<file path="src/rtl/bin2bcd_seq.sv">
// bin2bcd_seq: sequential double-dabble binary-to-BCD converter.
// One shift-and-add-3 step per clock; a conversion takes WIDTH SHIFT cycles
// followed by a one-cycle DONE state in which done pulses and bcd is fresh.
//
// Handshake: a conversion is requested by start (sampled on a rising clk edge)
// and is accepted only when busy is low (IDLE or DONE).  Requests while busy
// are dropped, never queued.  done is high for exactly the one cycle in which
// bcd first shows the new result; bcd is otherwise held.
//
// Optional feature macro: BIN2BCD_AUTO_START_EN
//   When defined, a last_bin register remembers the last accepted input and any
//   difference between bin and last_bin raises an internal start request
//   (ORed with the start port), so a changing counter re-converts by itself.
module bin2bcd_seq #(
    parameter int WIDTH  = 8,
    parameter int DIGITS = 3
) (
    input  logic                  clk,
    input  logic                  rst,
    input  logic                  start,
    input  logic [WIDTH-1:0]      bin,
    output logic                  busy,
    output logic                  done,
    output logic [4*DIGITS-1:0]   bcd
);

    localparam int BW = 4 * DIGITS;
    localparam int CW = $clog2(WIDTH + 1);

    localparam longint unsigned MAX_BIN   = (64'd1 << WIDTH) - 64'd1;
    localparam longint unsigned DEC_RANGE = 64'd10 ** DIGITS;

    // Refuse to elaborate when DIGITS cannot represent the largest input.
    if (DEC_RANGE <= MAX_BIN) begin : g_bad_digits
        $error("bin2bcd_seq: DIGITS too small for WIDTH");
    end

    typedef enum logic [1:0] {
        S_IDLE  = 2'd0,
        S_SHIFT = 2'd1,
        S_DONE  = 2'd2
    } state_t;

    state_t           state_q, state_d;
    logic [WIDTH-1:0] shift_q, shift_d;
    logic [BW-1:0]    scratch_q, scratch_d;
    logic [CW-1:0]    cnt_q, cnt_d;
    logic [BW-1:0]    bcd_q, bcd_d;

    logic [BW-1:0]    adj;
    logic [BW-1:0]    step_scratch;
    logic [WIDTH-1:0] step_shift;
    logic             start_eff;

`ifdef BIN2BCD_AUTO_START_EN
    logic [WIDTH-1:0] last_bin_q, last_bin_d;

    // Internal request whenever the input differs from the last accepted value.
    always_comb begin
        start_eff = start | (bin != last_bin_q);
    end

    // Remember the value of each accepted conversion.
    always_comb begin
        last_bin_d = last_bin_q;
        if (start_eff && (state_q != S_SHIFT)) begin
            last_bin_d = bin;
        end
    end

    // last_bin register.
    always_ff @(posedge clk) begin
        if (rst) begin
            last_bin_q <= '0;
        end else begin
            last_bin_q <= last_bin_d;
        end
    end
`else
    // Conversions are requested only through the start port.
    always_comb begin
        start_eff = start;
    end
`endif

    // Add-3 correction: every scratch digit >= 5 gets +3 (4-bit, no carry out).
    always_comb begin
        adj = scratch_q;
        for (int i = 0; i < DIGITS; i++) begin
            if (scratch_q[4*i +: 4] >= 4'd5) begin
                adj[4*i +: 4] = scratch_q[4*i +: 4] + 4'd3;
            end
        end
        step_scratch = (adj << 1) | BW'(shift_q[WIDTH-1]);
        step_shift   = shift_q << 1;
    end

    // Next-state, datapath and output decode.
    always_comb begin
        state_d   = state_q;
        shift_d   = shift_q;
        scratch_d = scratch_q;
        cnt_d     = cnt_q;
        bcd_d     = bcd_q;
        busy      = 1'b0;
        done      = 1'b0;
        case (state_q)
            S_IDLE, S_DONE: begin
                done = (state_q == S_DONE);
                if (start_eff) begin
                    shift_d   = bin;
                    scratch_d = '0;
                    cnt_d     = CW'(WIDTH);
                    state_d   = S_SHIFT;
                end else begin
                    state_d   = S_IDLE;
                end
            end
            S_SHIFT: begin
                busy      = 1'b1;
                scratch_d = step_scratch;
                shift_d   = step_shift;
                cnt_d     = cnt_q - CW'(1);
                if (cnt_q == CW'(1)) begin
                    bcd_d   = step_scratch;
                    state_d = S_DONE;
                end
            end
            default: begin
                state_d = S_IDLE;
            end
        endcase
    end

    // State and datapath registers; reset overrides everything.
    always_ff @(posedge clk) begin
        if (rst) begin
            state_q   <= S_IDLE;
            shift_q   <= '0;
            scratch_q <= '0;
            cnt_q     <= '0;
            bcd_q     <= '0;
        end else begin
            state_q   <= state_d;
            shift_q   <= shift_d;
            scratch_q <= scratch_d;
            cnt_q     <= cnt_d;
            bcd_q     <= bcd_d;
        end
    end

    assign bcd = bcd_q;

endmodule
</file>
<file path="config.mk">
export PLATFORM = sky130hd
export DESIGN_NAME = bin2bcd_seq
export DESIGN_NICKNAME = d
export VERILOG_FILES = /design/src/rtl/bin2bcd_seq.sv
export SDC_FILE = /design/constraint.sdc
export NUM_CORES = 1
export LEC_CHECK = 0
export CAP_MARGIN = 5
export CORE_MARGIN = 2
export CORE_UTILIZATION = 40
export DETAILED_ROUTE_END_ITERATION = 10
export DONT_BUFFER_PORTS = 1
export SLEW_MARGIN = 20
export SYNTH_ARGS = -nofsm -noshare
export SYNTH_HDL_FRONTEND = slang
export SYNTH_SLANG_ARGS = --single-unit
</file>
<file path="constraint.sdc">
create_clock -name clk -period 1.6 [get_ports clk]
set_input_delay 0.16 -clock clk [delete_from_list [all_inputs] [get_ports clk]]
set_output_delay 0.16 -clock clk [all_outputs]
set_load 0.05 [all_outputs]
</file>
==> results.md, run 1 <==
- The final count of hold timing violations is 0.
- The number of nets in the synthesized netlist is roughly 210.
- Setup repair after global routing could not meet its margin everywhere.
- The global routing usage on met1 is 0.198.
- The run finished with clean final reports.
- The sequential-to-total area share from yosys stat is 0.449.
- The met3 usage in global routing is 0.0541.
- Prior to clock tree synthesis, the placed netlist has a worst setup slack of -0.0372 ns.
- The type of element capturing the critical path is a flop.
- From synthesis to final layout, the design area changed by 24.1%.
- The total CTS buffers is 5.
- The flop and latch count out of synthesis is 38.
- Timing would allow up to 629 MHz.
- TritonCTS built the clock tree.
- After detailed routing, the number of remaining DRC violations is 0.
- At the end of routability-driven placement, the weighted congestion stood at 0.812.
- In this run the most used layer during global routing was met2.
- Of the total synthesized cell area, the portion taken by AND, OR, NAND and NOR gates is 0.194.
- The fraction of the mapped netlist area in adder cells is 0.0591.
- The mean post-synth cell area is 8.77 um2.
- The clock latency reported for the late side of the worst-skew pair is slightly below 0.3 ns.
- The worst clock skew is 0.00971 ns.
- The number of enable flip-flop cells after synthesis is 0.
- Synthesis produced a netlist whose cell count is 193.
- Setup violations remaining at the end of the flow were counted as 0.
- Yosys mapped the design onto 26 distinct sky130hd cell types.
- Entering global routing, the biggest net connects 40 pins.
- The fraction of synthesized area in multiplexers is 0.0259.
- The count of pins on the block boundary is 25.
- The starting DRC count in detailed routing is 71.
- After synthesis the cells add up to about 0.0017 mm2.
- The xor/xnor share of the synthesized area is 0.0155.
- Of the post-synthesis cell area, the dominant cell type holds 0.449.
- The buffer levels on the longest clock path is 2.
- The clock period could shrink to 1.59 ns.
- The detail-routed via count per cell is 5.52.
- STA puts the critical path data arrival time at 1.81 ns.
- After routing the design area is 0.00210 mm2.
- The clock root buffer is sky130_fd_sc_hd__clkbuf_8.
- The cell type with the largest total area after synthesis is sky130_fd_sc_hd__dfxtp_1.
- The path type of the worst min-delay path is in -> reg.
- The tree built by TritonCTS fans out to 38 sinks.
- The fraction of the mapped netlist area in compound gates is 0.201.
- The number of antenna violations at the first check in global routing is 0.
- In the final layout, the share of cells above drive strength 1 is 0.226.
- In the finished design, the share of the clock period the worst path needs comes to 0.993.
- Input and output buffers added on the ports amount to 0.
- Global routing finished with a remaining overflow of 0.
- The number of iterations in the first detailed-routing pass is 4.
- The die outline width is 69.1 um.
- The number of nets in the finished design is 230.
- The die covers 0.00477 mm2.
- The HPWL after detailed placement is about 2600 um.
- The clock-pin slew on the worst setup and hold paths is 0.08 ns.
- During synthesis, Yosys emitted a total of 0 warnings.
- Across the VDD grid, the largest voltage drop is roughly 0.63 mV.
- Yosys instantiated no cell more often than sky130_fd_sc_hd__dfxtp_1.
- After synthesis, the share of flip-flops with an asynchronous set or reset is 0.
- The final setup slack of the worst path is approximately 0.011 ns.
- The final worst hold slack is 0.0478 ns.
- The total area inside the core boundary comes to 0.00403 mm2.
- The total power density per cell area is 969 mW/mm2.
- The critical path goes through inv_2 -> ha_4 -> or3b_4 -> or3_4 -> o22ai_1.
- The height of the die is 69.1 um.
- The routed wire length is 3920 um.
- For this run, the total global-route usage over all layers was measured as 0.168.
- At the worst endpoint, the required time is 1.82 ns.
- The slowest stage cell on the critical path is sky130_fd_sc_hd__or3_4.
- After synthesis, the largest family of logic cells by area is compound AO/OA/AOI/OAI gates.
- In this run the core area contains 23 standard-cell rows.
- The global-route track usage on met2 is 0.285.
- In this run the worst path has a maximum fanout of 7.
- For this run, the number of standard cells in the final layout without fillers is about 260.
- The first global-routing pass estimated 6470 um of wire.
- The worst setup path is of the reg -> reg kind.
- The number of vias after detailed routing is around 1,400.
- The cell area after placement is 0.00187 mm2.
- The initial utilization of the core area, before any placement, comes to 0.420.
- The maximum cell stage delay along the critical path is approximately 0.47 ns.
- Among all flip-flop cells after synthesis, the most frequent one is sky130_fd_sc_hd__dfxtp_1.
- The analysis attributes to cell leakage a power of between 0.0007 and 0.0008 uW.
- At the pin with the least slew margin, the transition time is about 0.92 ns.
- The tool flagged a number of max-cap violations equal to 0.
- The number of antenna diodes in the final layout is 0.
- The count of nets left with antenna violations once routing finished came out at 0.
- The via count of the first global-routing pass is 1,413.
- Dividing the detail-routed wire length by the instance count gives ~15 um.
- The max-slew violation total from the final report is 0.
- In this run, placement finished with an instance count of 250.
- The maximum level of the CTS H-tree is 2.
- The nature of the critical path startpoint is a flop.
- Sorting the synthesized cells by area gives the leading types as sky130_fd_sc_hd__dfxtp_1 45%, sky130_fd_sc_hd__a21oi_1 6.8%, sky130_fd_sc_hd__ha_1 5.9%.
- After synthesis, the most frequently instantiated cells are 38 x sky130_fd_sc_hd__dfxtp_1, 23 x sky130_fd_sc_hd__a21oi_1, 15 x sky130_fd_sc_hd__nor2_1.
- The remaining max-slew budget at the tightest pin is 0.388.
[registers in the layout, indices dropped and copies added, names as in the netlist]
| signal | count |
|---|---|
| shift_q | 8 |
| state_q | 2 |
| cnt_q | 4 |
| bcd | 12 |
| scratch_q | 12 |
[cells by family (layout without fill, tap and decap cells)]
logic type               count (synthesis)  after routing
AO/OA/AOI/OAI                           57             57
multiplexers                             4              4
AND/OR/NAND/NOR                         60             60
XOR/XNOR                                 3              3
flip-flops                              38             38
adder cells (fa/ha/maj)                  8              8
buffers and inverters                   23             42
[final timing paths]
check / from / end / slack (ns) / cells past startpoint
max reg2reg: cnt_q[1] / bcd[10] / 0.01 / 5
max: cnt_q[1] / bcd[10] / 0.01 / 5
min reg2reg: shift_q[6] / shift_q[6] / 0.46 / 2
min: bin[0] / shift_q[0] / 0.05 / 2
[per-layer routing]
layer	up-vias	wire (um)
met1	696	1810
met4	0	36
met3	4	170
met2	25	1900
li1	720	-
met5	-	0
[power breakdown]
group | switching (uW) | internal [uW] | leakage (uW)
logic | 143 | 92.9 | 0.000391
registers | 22.8 | 979 | 0.000309
clock network | 331 | 467 | 0.0000524
total | 497 | 1540 | 0.000753
[worst max-delay path, delay by kind of cell, from the launching register on]
kind	cells	cell delay (ns)
compound gates	1	0.16
fa+ha+maj	1	0.11
buf+inv	1	0.07
flops	1	0.33
simple gates	2	0.86
[metrics by stage]
stage / total power (uW) / TNS, ns / utilization
floorplan: 1170 / 0 / -
global placement: 1220 / 0 / 0.465
detailed placement: 1230 / -0.196 / 0.465
CTS: 2030 / -0.0247 / 0.493
global route: 2120 / -0.214 / 0.521
finish: 2040 / 0 / 0.521
[layout make-up]
| class | instances | area, um2 |
|---|---|---|
| Clock buffer | 7 | 76.3 |
| Clock inverter | 1 | 30.0 |
| Fill cell | 377 | 1930 |
| Inverter | 10 | 37.5 |
| Multi-Input combinational cell | 132 | 916 |
| Sequential cell | 38 | 763 |
| Tap cell | 50 | 62.6 |
| Timing Repair Buffer | 24 | 215 |
[cells in the final DEF, fill, tap and decap left out, types with 6 or more instances in the layout]
master	n
sky130_fd_sc_hd__ha_1	7
sky130_fd_sc_hd__a22oi_1	9
sky130_fd_sc_hd__inv_1	9
sky130_fd_sc_hd__nand2_1	7
sky130_fd_sc_hd__buf_4	19
sky130_fd_sc_hd__dfxtp_1	36
sky130_fd_sc_hd__o22ai_1	9
sky130_fd_sc_hd__a21oi_1	20
sky130_fd_sc_hd__nor3b_1	6
sky130_fd_sc_hd__nor2_1	15
sky130_fd_sc_hd__nand2b_1	11
[what timing repair did]
action,4_1_cts,5_1_grt
endpoints found under the setup margin,9,15
pin swaps,0,9
endpoints found under the hold margin,23,23
gates resized for setup,1,19
buffers inserted,0,3
gates cloned,0,0
Note: power is estimated with default switching activity, not from simulation.
==> run 2: changes to the inputs <==
==> constraint.sdc (replaced) <==
create_clock -name clk -period 1.6 [get_ports clk]
set_input_delay 0.32 -clock clk [delete_from_list [all_inputs] [get_ports clk]]
set_output_delay 0.32 -clock clk [all_outputs]
set_load 0.05 [all_outputs]
==> run 2 against run 1 <==
  * Critical path depth unchanged
  * Critical endpoint is now bcd[6]
  * Hold slack better by 0.044 ns
  * Highest routed layer unchanged
  * Clock skew up 0.00076 ns
  * Critical path type unchanged
==> results.md, run 2 (synthesis gave the netlist of run 1 again) <==
- Status: completed (unchanged).
- The antenna cell count is 0 (unchanged).
- The reg-to-reg critical path endpoint was bcd[6] (was bcd[10]).
- The proportion of layout cells with a drive suffix above 1 is 0.211 (was 0.226).
- The type of element capturing the critical path is a flop (unchanged).
- The end-of-flow core utilization came to 0.514 (was 0.521).
- The wire length of the first global-routing pass is 6230 um (was 6470 um).
- The instance count along the most critical hold path was 1 (was 2).
- The reg-to-reg setup timing slack is 0.05 ns (was 0.01 ns).
- The global-route congestion overflow total came to 0 (unchanged).
- The area used by sequential logic in the layout is 762 um2 (was 763 um2).
- The fill cell instance count of the final layout is 369 (was 377).
- The clock root buffer is sky130_fd_sc_hd__clkbuf_8 (unchanged).
- The number of input and output port buffers inserted was 0 (unchanged).
- In this run, post-CTS hold repair placed 0 buffers.
- The global-route total usage across every layer was 0.163 (was 0.168).
- The combined area of the multi-input logic cells came to 887 um2 (was 916 um2).
- The maximum fanout encountered on the critical timing path is 7 (unchanged).
- The largest net degree at the start of global routing was 40 (unchanged).
- The row count is 23 (unchanged).
- The transition at the pin with the smallest max-transition slack is 0.541 ns (was 0.915 ns).
- The count of pins on the block boundary is 25 (unchanged).
- The maximum level of the CTS H-tree was 2 (unchanged).
- The area added between synthesis and finish is 22.2% (was 24.1%).
- The DRC violation count after routing is 0 (unchanged).
- The height of the die is 69.1 um (unchanged).
- The TritonCTS sink count is 38 (unchanged).
- The detail-routed via count per cell is 5.46 (was 5.52).
- The final cell count without fillers was 259 (was 262).
- The capture endpoint of the worst hold path was scratch_q[11] (was shift_q[0]).
- The number of nets in the finished design is 228 (was 230).
- The global placement routability congestion is 0.826 (was 0.812).
- The remaining max-slew budget at the tightest pin is 0.639 (was 0.388).
- The buffer levels on the longest clock path is 2 (unchanged).
- The number of antenna-violating nets in the routed design is 0 (unchanged).
- The leading cell type in the layout, fill and taps excluded is sky130_fd_sc_hd__dfxtp_1 (unchanged).
- The average detailed-routed wire length per instance is 15.1 um (was 15.0 um).
- The aggregate negative setup slack is 0 ns (unchanged).
- The clock latency reported for the late side of the worst-skew pair is 0.29 ns (about the same).
- The category of the critical setup timing path is reg -> reg (unchanged).
- The worst path arrival time is 1.77 ns (was 1.81 ns).
- The instance count after placement with tap cells included is 246 (was 250).
- The start of the worst register-to-register path is cnt_q[1] (unchanged).
- The total setup violations reported at the end of the flow is 0 (unchanged).
- Commonest cells after routing, fill and taps aside: 37 x sky130_fd_sc_hd__dfxtp_1, 20 x sky130_fd_sc_hd__a21oi_1, 19 x sky130_fd_sc_hd__buf_4 (was 36 x sky130_fd_sc_hd__dfxtp_1, 20 x sky130_fd_sc_hd__a21oi_1, 19 x sky130_fd_sc_hd__buf_4).
- The data required time of the critical path is 1.82 ns (about the same).
- The launching instance or port of the critical path was cnt_q[1] (unchanged).
- The number of antenna violations at the first check in global routing came to 0 (unchanged).
- The number of iterations in the first detailed-routing pass was 4 (unchanged).
- The starting DRC count in detailed routing is 55 (was 71).
- The number of cells on the worst reg-to-reg path came to 5 (unchanged).
- The via count of the first global-routing pass is 1,345 (was 1,413).
- The cell leakage power was 0.000743 uW (was 0.000753 uW).
- The total power density per cell area was 990 mW/mm2 (was 969 mW/mm2).
- The highest achievable clock rate is 647 MHz (was 629 MHz).
- The path type of the worst min-delay path is in -> reg (unchanged).
- The clock-pin slew on the worst setup and hold paths is 0.08 ns (about the same).
- The hold path startpoint is rst (was bin[0]).
- The max capacitance violation total came to 0 (unchanged).
- The clock period minus worst slack was 1.55 ns (was 1.59 ns).
- The number of vias after detailed routing is 1,414 (was 1,445).
- The final count of hold timing violations was 0 (unchanged).
- The post-route clock period utilization is 0.967 (was 0.993).
- The worst clock skew is 0.0105 ns (was 0.00971 ns).
- The maximum ir drop on the vdd rail came to 0.575 mV (was 0.634 mV).
- The routed wire length is 3920 um (about the same).
- The floorplan die area came to 0.00477 mm2 (unchanged).
- The total CTS buffers is 5 (unchanged).
- The max-slew violation total from the final report is 0 (unchanged).
- The die outline width is 69.1 um (unchanged).
- The clock tree from TritonCTS is yes (unchanged).
- The post-DP HPWL is 2570 um (was 2600 um).
- The initial core utilization was 0.420 (unchanged).
- The nature of the critical path startpoint is a flop (unchanged).
- The area of the core region is 0.00403 mm2 (unchanged).
run 2: changes by cell type in the layout (fill, tap and decap cells not counted), moves of 2 or more:
cell,delta
sky130_fd_sc_hd__buf_6,-2
sky130_fd_sc_hd__o22ai_1,+2
sky130_fd_sc_hd__clkbuf_1,-2
sky130_fd_sc_hd__o22ai_2,-2
run 2: critical path, cell delays in order (launching register included):
cell and delay, ns:
sky130_fd_sc_hd__dfxtp_2 0.32, sky130_fd_sc_hd__inv_1 0.07, sky130_fd_sc_hd__ha_1 0.13, sky130_fd_sc_hd__or3b_4 0.40, sky130_fd_sc_hd__or3_4 0.40, sky130_fd_sc_hd__o22ai_1 0.18
run 2: timing repair:
action	CTS	global route
setup buffers	0	5
resized for setup	2	10
pin swaps	0	2
endpoints found under the setup margin	7	14
cloned	0	1
run 2: final cells by class:
cell class	count	area share
Clock buffer	6	0.0399
Inverter	10	0.0181
Clock inverter	1	0.0145
Multi-Input combinational cell	132	0.429
Timing Repair Buffer	22	0.100
Sequential cell	38	0.368
Tap cell	50	0.0302
run 2: per-stage QoR:
step / setup WS (ns) / total power, uW / cell area, um2 / hold slack (ns)
after floorplan: 0.0622 / 1170 / 1690 / 0.437
after global placement: 0.0280 / 1220 / 1840 / 0.394
after detailed placement: -0.0346 / 1230 / 1840 / 0.396
after CTS: 0.00921 / 2050 / 1970 / 0.0836
after global routing: -0.0149 / 2130 / 2070 / 0.0792
final: 0.0535 / 2050 / 2070 / 0.0918
run 2: worst max-delay path by stage:
stage | to | slack (ns)
5_1_grt | scratch_q[10] | -0.01
6_report | bcd[6] | 0.05
2_1_floorplan | bcd[1] | 0.06
3_3_place_gp | bcd[9] | 0.03
4_1_cts | bcd[7] | 0.009
3_5_place_dp | bcd[6] | -0.03
run 2: per-layer routing:
layer  global-route usage  wire, um  vias to the layer above  share of wire
li1                     -         -                      716              -
met1                0.176      1740                      667           0.44
met2                0.292      1970                       25           0.50
met3               0.0585       157                        6          0.040
met4               0.0588        50                        0          0.013
met5                    0         0                        -              0
run 2: power by group:
group / switching, uW / internal [uW]
Clock: 332 / 499
Combinational: 126 / 89.7
Sequential: 24.0 / 978
==> run 3: changes to the inputs <==
Settings changed: CAP_MARGIN 5 to 0, CORE_ASPECT_RATIO set to 0.9.
==> run 3 against run 2 <==
  * The flow now finishes with violations (negative setup slack)
  * Fmax decreased by 3.6%
  * Core utilization fell by 1.9 points
  * Global-route usage increased by 0.17 points
  * Non-clock buffer count unchanged
  * Die area about the same
  * Critical path type unchanged
==> results.md, run 3 (synthesis gave the netlist of run 1 again) <==
- Status: finished, violations left (was completed).
- The final reports fail on negative setup slack.
- The area of the core region is 0.00407 mm2 (was 0.00403 mm2).
- The clock period minus worst slack is 1.60 ns (was 1.55 ns).
- The global-route total usage across every layer was 0.165 (was 0.163).
- The buffer levels on the longest clock path is 2 (unchanged).
- The remaining max-slew budget at the tightest pin came to 0.644 (was 0.639).
- The highest achievable clock rate is 624 MHz (was 647 MHz).
- The maximum ir drop on the vdd rail is 0.497 mV (was 0.575 mV).
- The die outline width is 72.6 um (was 69.1 um).
- The category of the critical setup timing path is reg -> reg (unchanged).
- The number of antenna-violating nets in the routed design came to 0 (unchanged).
- The area added between synthesis and finish is 19.1% (was 22.2%).
- The number of nets in the finished design came to 228 (unchanged).
- The maximum cell stage delay along the critical path came to 0.46 ns (was 0.40 ns).
- The start of the worst register-to-register path is cnt_q[1] (unchanged).
- The sequential power share is 0.541 (was 0.489).
- The number of cells on the worst reg-to-reg path is 5 (unchanged).
- The combinational fraction of design power is 0.114 (was 0.105).
- The clock tree from TritonCTS is yes (unchanged).
- The internal portion of total power came to 1400 uW (was 1570 uW).
- The clock power share is 0.345 (was 0.406).
- The instance count on the critical path is 5 (unchanged).
- The TritonCTS sink count is 38 (unchanged).
- The instance count after placement with tap cells included is 245 (was 246).
- The floorplan die area is 0.00477 mm2 (about the same).
- The reg-to-reg setup timing slack came to -0.003 ns (was 0.05 ns).
- The proportion of layout cells with a drive suffix above 1 is 0.216 (was 0.211).
- The starting DRC count in detailed routing is 56 (was 55).
- The data required time of the critical path is 1.81 ns (was 1.82 ns).
- The termination of the worst setup path is bcd[1] (was bcd[6]).
- The global placement routability congestion is 0.783 (was 0.826).
- The count of pins on the block boundary is 25 (unchanged).
- The detail-routed via count per cell was 5.53 (was 5.46).
- The type of element capturing the critical path is a flop (unchanged).
- The total power density per cell area is 922 mW/mm2 (was 990 mW/mm2).
- The slowest stage cell on the critical path is sky130_fd_sc_hd__or3_4 (was sky130_fd_sc_hd__or3b_4).
- The end-of-flow core utilization was 0.495 (was 0.514).
- The final cell count without fillers is 256 (was 259).
- The total setup violations reported at the end of the flow was 1 (was 0).
- The antenna cell count came to 0 (unchanged).
- The number of input and output port buffers inserted is 0 (unchanged).
- The DRC violation count after routing is 0 (unchanged).
- The nature of the critical path startpoint was a flop (unchanged).
- The number of iterations in the first detailed-routing pass is 4 (unchanged).
- The number of vias after detailed routing is 1,415 (was 1,414).
- The max capacitance violation total came to 0 (unchanged).
- List of cells traversed by the critical path: inv_2 -> ha_4 -> or3b_4 -> or3_4 -> o22ai_1 (was inv_1 -> ha_1 -> or3b_4 -> or3_4 -> o22ai_1).
- The path type of the worst min-delay path is in -> reg (unchanged).
- The final setup slack of the worst path is -0.00350 ns (was 0.0535 ns).
- The wire length of the first global-routing pass is 6020 um (was 6230 um).
- The post-route clock period utilization is 1.00 (was 0.967).
- Commonest cells after routing, fill and taps aside: 36 x sky130_fd_sc_hd__dfxtp_1, 21 x sky130_fd_sc_hd__buf_4, 20 x sky130_fd_sc_hd__a21oi_1 (was 37 x sky130_fd_sc_hd__dfxtp_1, 20 x sky130_fd_sc_hd__a21oi_1, 19 x sky130_fd_sc_hd__buf_4).
- The clock root buffer is sky130_fd_sc_hd__clkbuf_8 (unchanged).
- The max-slew violation total from the final report is 0 (unchanged).
- The row count is 22 (was 23).
- The global-route congestion overflow total is 0 (unchanged).
- The number of antenna violations at the first check in global routing was 0 (unchanged).
- The routed wire length is 3670 um (was 3920 um).
- The reg-to-reg critical path endpoint is bcd[1] (was bcd[6]).
- The largest net degree at the start of global routing is 40 (unchanged).
- The family with the most delay on the worst path is simple AND/OR/NAND/NOR gates (unchanged).
- The transition at the pin with the smallest max-transition slack came to 0.533 ns (was 0.541 ns).
- The launching instance or port of the critical path is cnt_q[1] (unchanged).
- The leading cell type in the layout, fill and taps excluded is sky130_fd_sc_hd__dfxtp_1 (unchanged).
- The height of the die is 65.7 um (was 69.1 um).
- The clock-pin slew on the worst setup and hold paths is 0.07 ns (was 0.08 ns).
- The worst clock skew is 0.00517 ns (was 0.0105 ns).
- The maximum fanout encountered on the critical timing path is 7 (unchanged).
- The clock latency reported for the late side of the worst-skew pair is 0.28 ns (was 0.29 ns).
- The switching part of the total is 0.248 (was 0.236).
- The total CTS buffers was 5 (unchanged).
- The post-DP HPWL is 2500 um (was 2570 um).
- The cell leakage power is 0.000711 uW (was 0.000743 uW).
- The aggregate negative setup slack is -0.00350 ns (was 0 ns).
- The initial core utilization came to 0.416 (was 0.420).
- The final count of hold timing violations came to 0 (unchanged).
- The maximum level of the CTS H-tree came to 2 (unchanged).
- The worst path arrival time is 1.82 ns (was 1.77 ns).
- The number of buffer and inverter instances along the worst setup path is 1 (unchanged).
- The total net switching power was 461 uW (was 483 uW).
- The via count of the first global-routing pass is 1,327 (was 1,345).
- The total design power is 1860 uW (was 2050 uW).
- The average detailed-routed wire length per instance is 14.3 um (was 15.1 um).
- Setup repair after global routing could not meet its margin everywhere.
[run 3: cell types whose count changed in the layout (fill, tap and decap cells not counted), sizes merged]
| cell | before | now |
|---|---|---|
| buf | 21 | 22 |
| bufinv | 1 | 0 |
| clkbuf | 7 | 6 |
[run 3: metrics by stage]
stage,area (um2),hold WS [ns],setup WS [ns]
after global routing,2020,0.0794,-0.0377
final,2020,0.0954,-0.00350
after CTS,1930,0.0839,0.00359
after global placement,1840,0.392,0.0370
after floorplan,1690,0.437,0.0622
after detailed placement,1840,0.394,-0.0797
[run 3: final cells by class]
cell class                 instances  area [um2]
fill                             397        2060
clock buffer                       6        82.6
sequential                        38         763
timing repair buffer              22         178
tap                               48        60.1
multi-input combinational        132         896
inverter                          10        37.5
[run 3: worst register-to-register path, stage by stage (launching register included)]
cell and delay (ns):
sky130_fd_sc_hd__dfxtp_2 0.33, sky130_fd_sc_hd__inv_2 0.07, sky130_fd_sc_hd__ha_4 0.11, sky130_fd_sc_hd__or3b_4 0.39, sky130_fd_sc_hd__or3_4 0.46, sky130_fd_sc_hd__o22ai_1 0.17
[run 3: worst min-delay path by stage]
stage | startpoint | to | slack [ns] | cells after the start
final | rst | shift_q[7] | 0.1 | 1
after global routing | rst | cnt_q[0] | 0.08 | 1
after CTS | rst | shift_q[7] | 0.08 | 1
after detailed placement | rst | shift_q[6] | 0.39 | 1
after global placement | rst | shift_q[7] | 0.39 | 1
after floorplan | shift_q[1] | shift_q[1] | 0.44 | 2
[run 3: repair_timing]
item / in CTS / in global routing
hold buffers: 0 / 0
gates resized for setup: 3 / 11
pin swaps: 0 / 8
buffers inserted: 0 / 5
setup endpoints to repair: 7 / 15
[run 3: layer usage]
metal  vias to the layer above  GRT usage  wire length [um]
li1                        717          -                 -
met4                         0     0.0694                49
met3                         4     0.0506               141
met1                       670      0.194              1680
met5                         -          0                 0
met2                        24      0.276              1800
[run 3: power by group through the flow]
| stage | clock network (uW) | logic (uW) | registers (uW) |
|---|---|---|---|
| final | 641 | 212 | 1010 |
| after global routing | 703 | 234 | 1010 |
| after CTS | 670 | 203 | 1000 |
| after detailed placement | 0 | 201 | 1020 |
| after global placement | 0 | 196 | 1020 |
| after floorplan | 0 | 141 | 1030 |
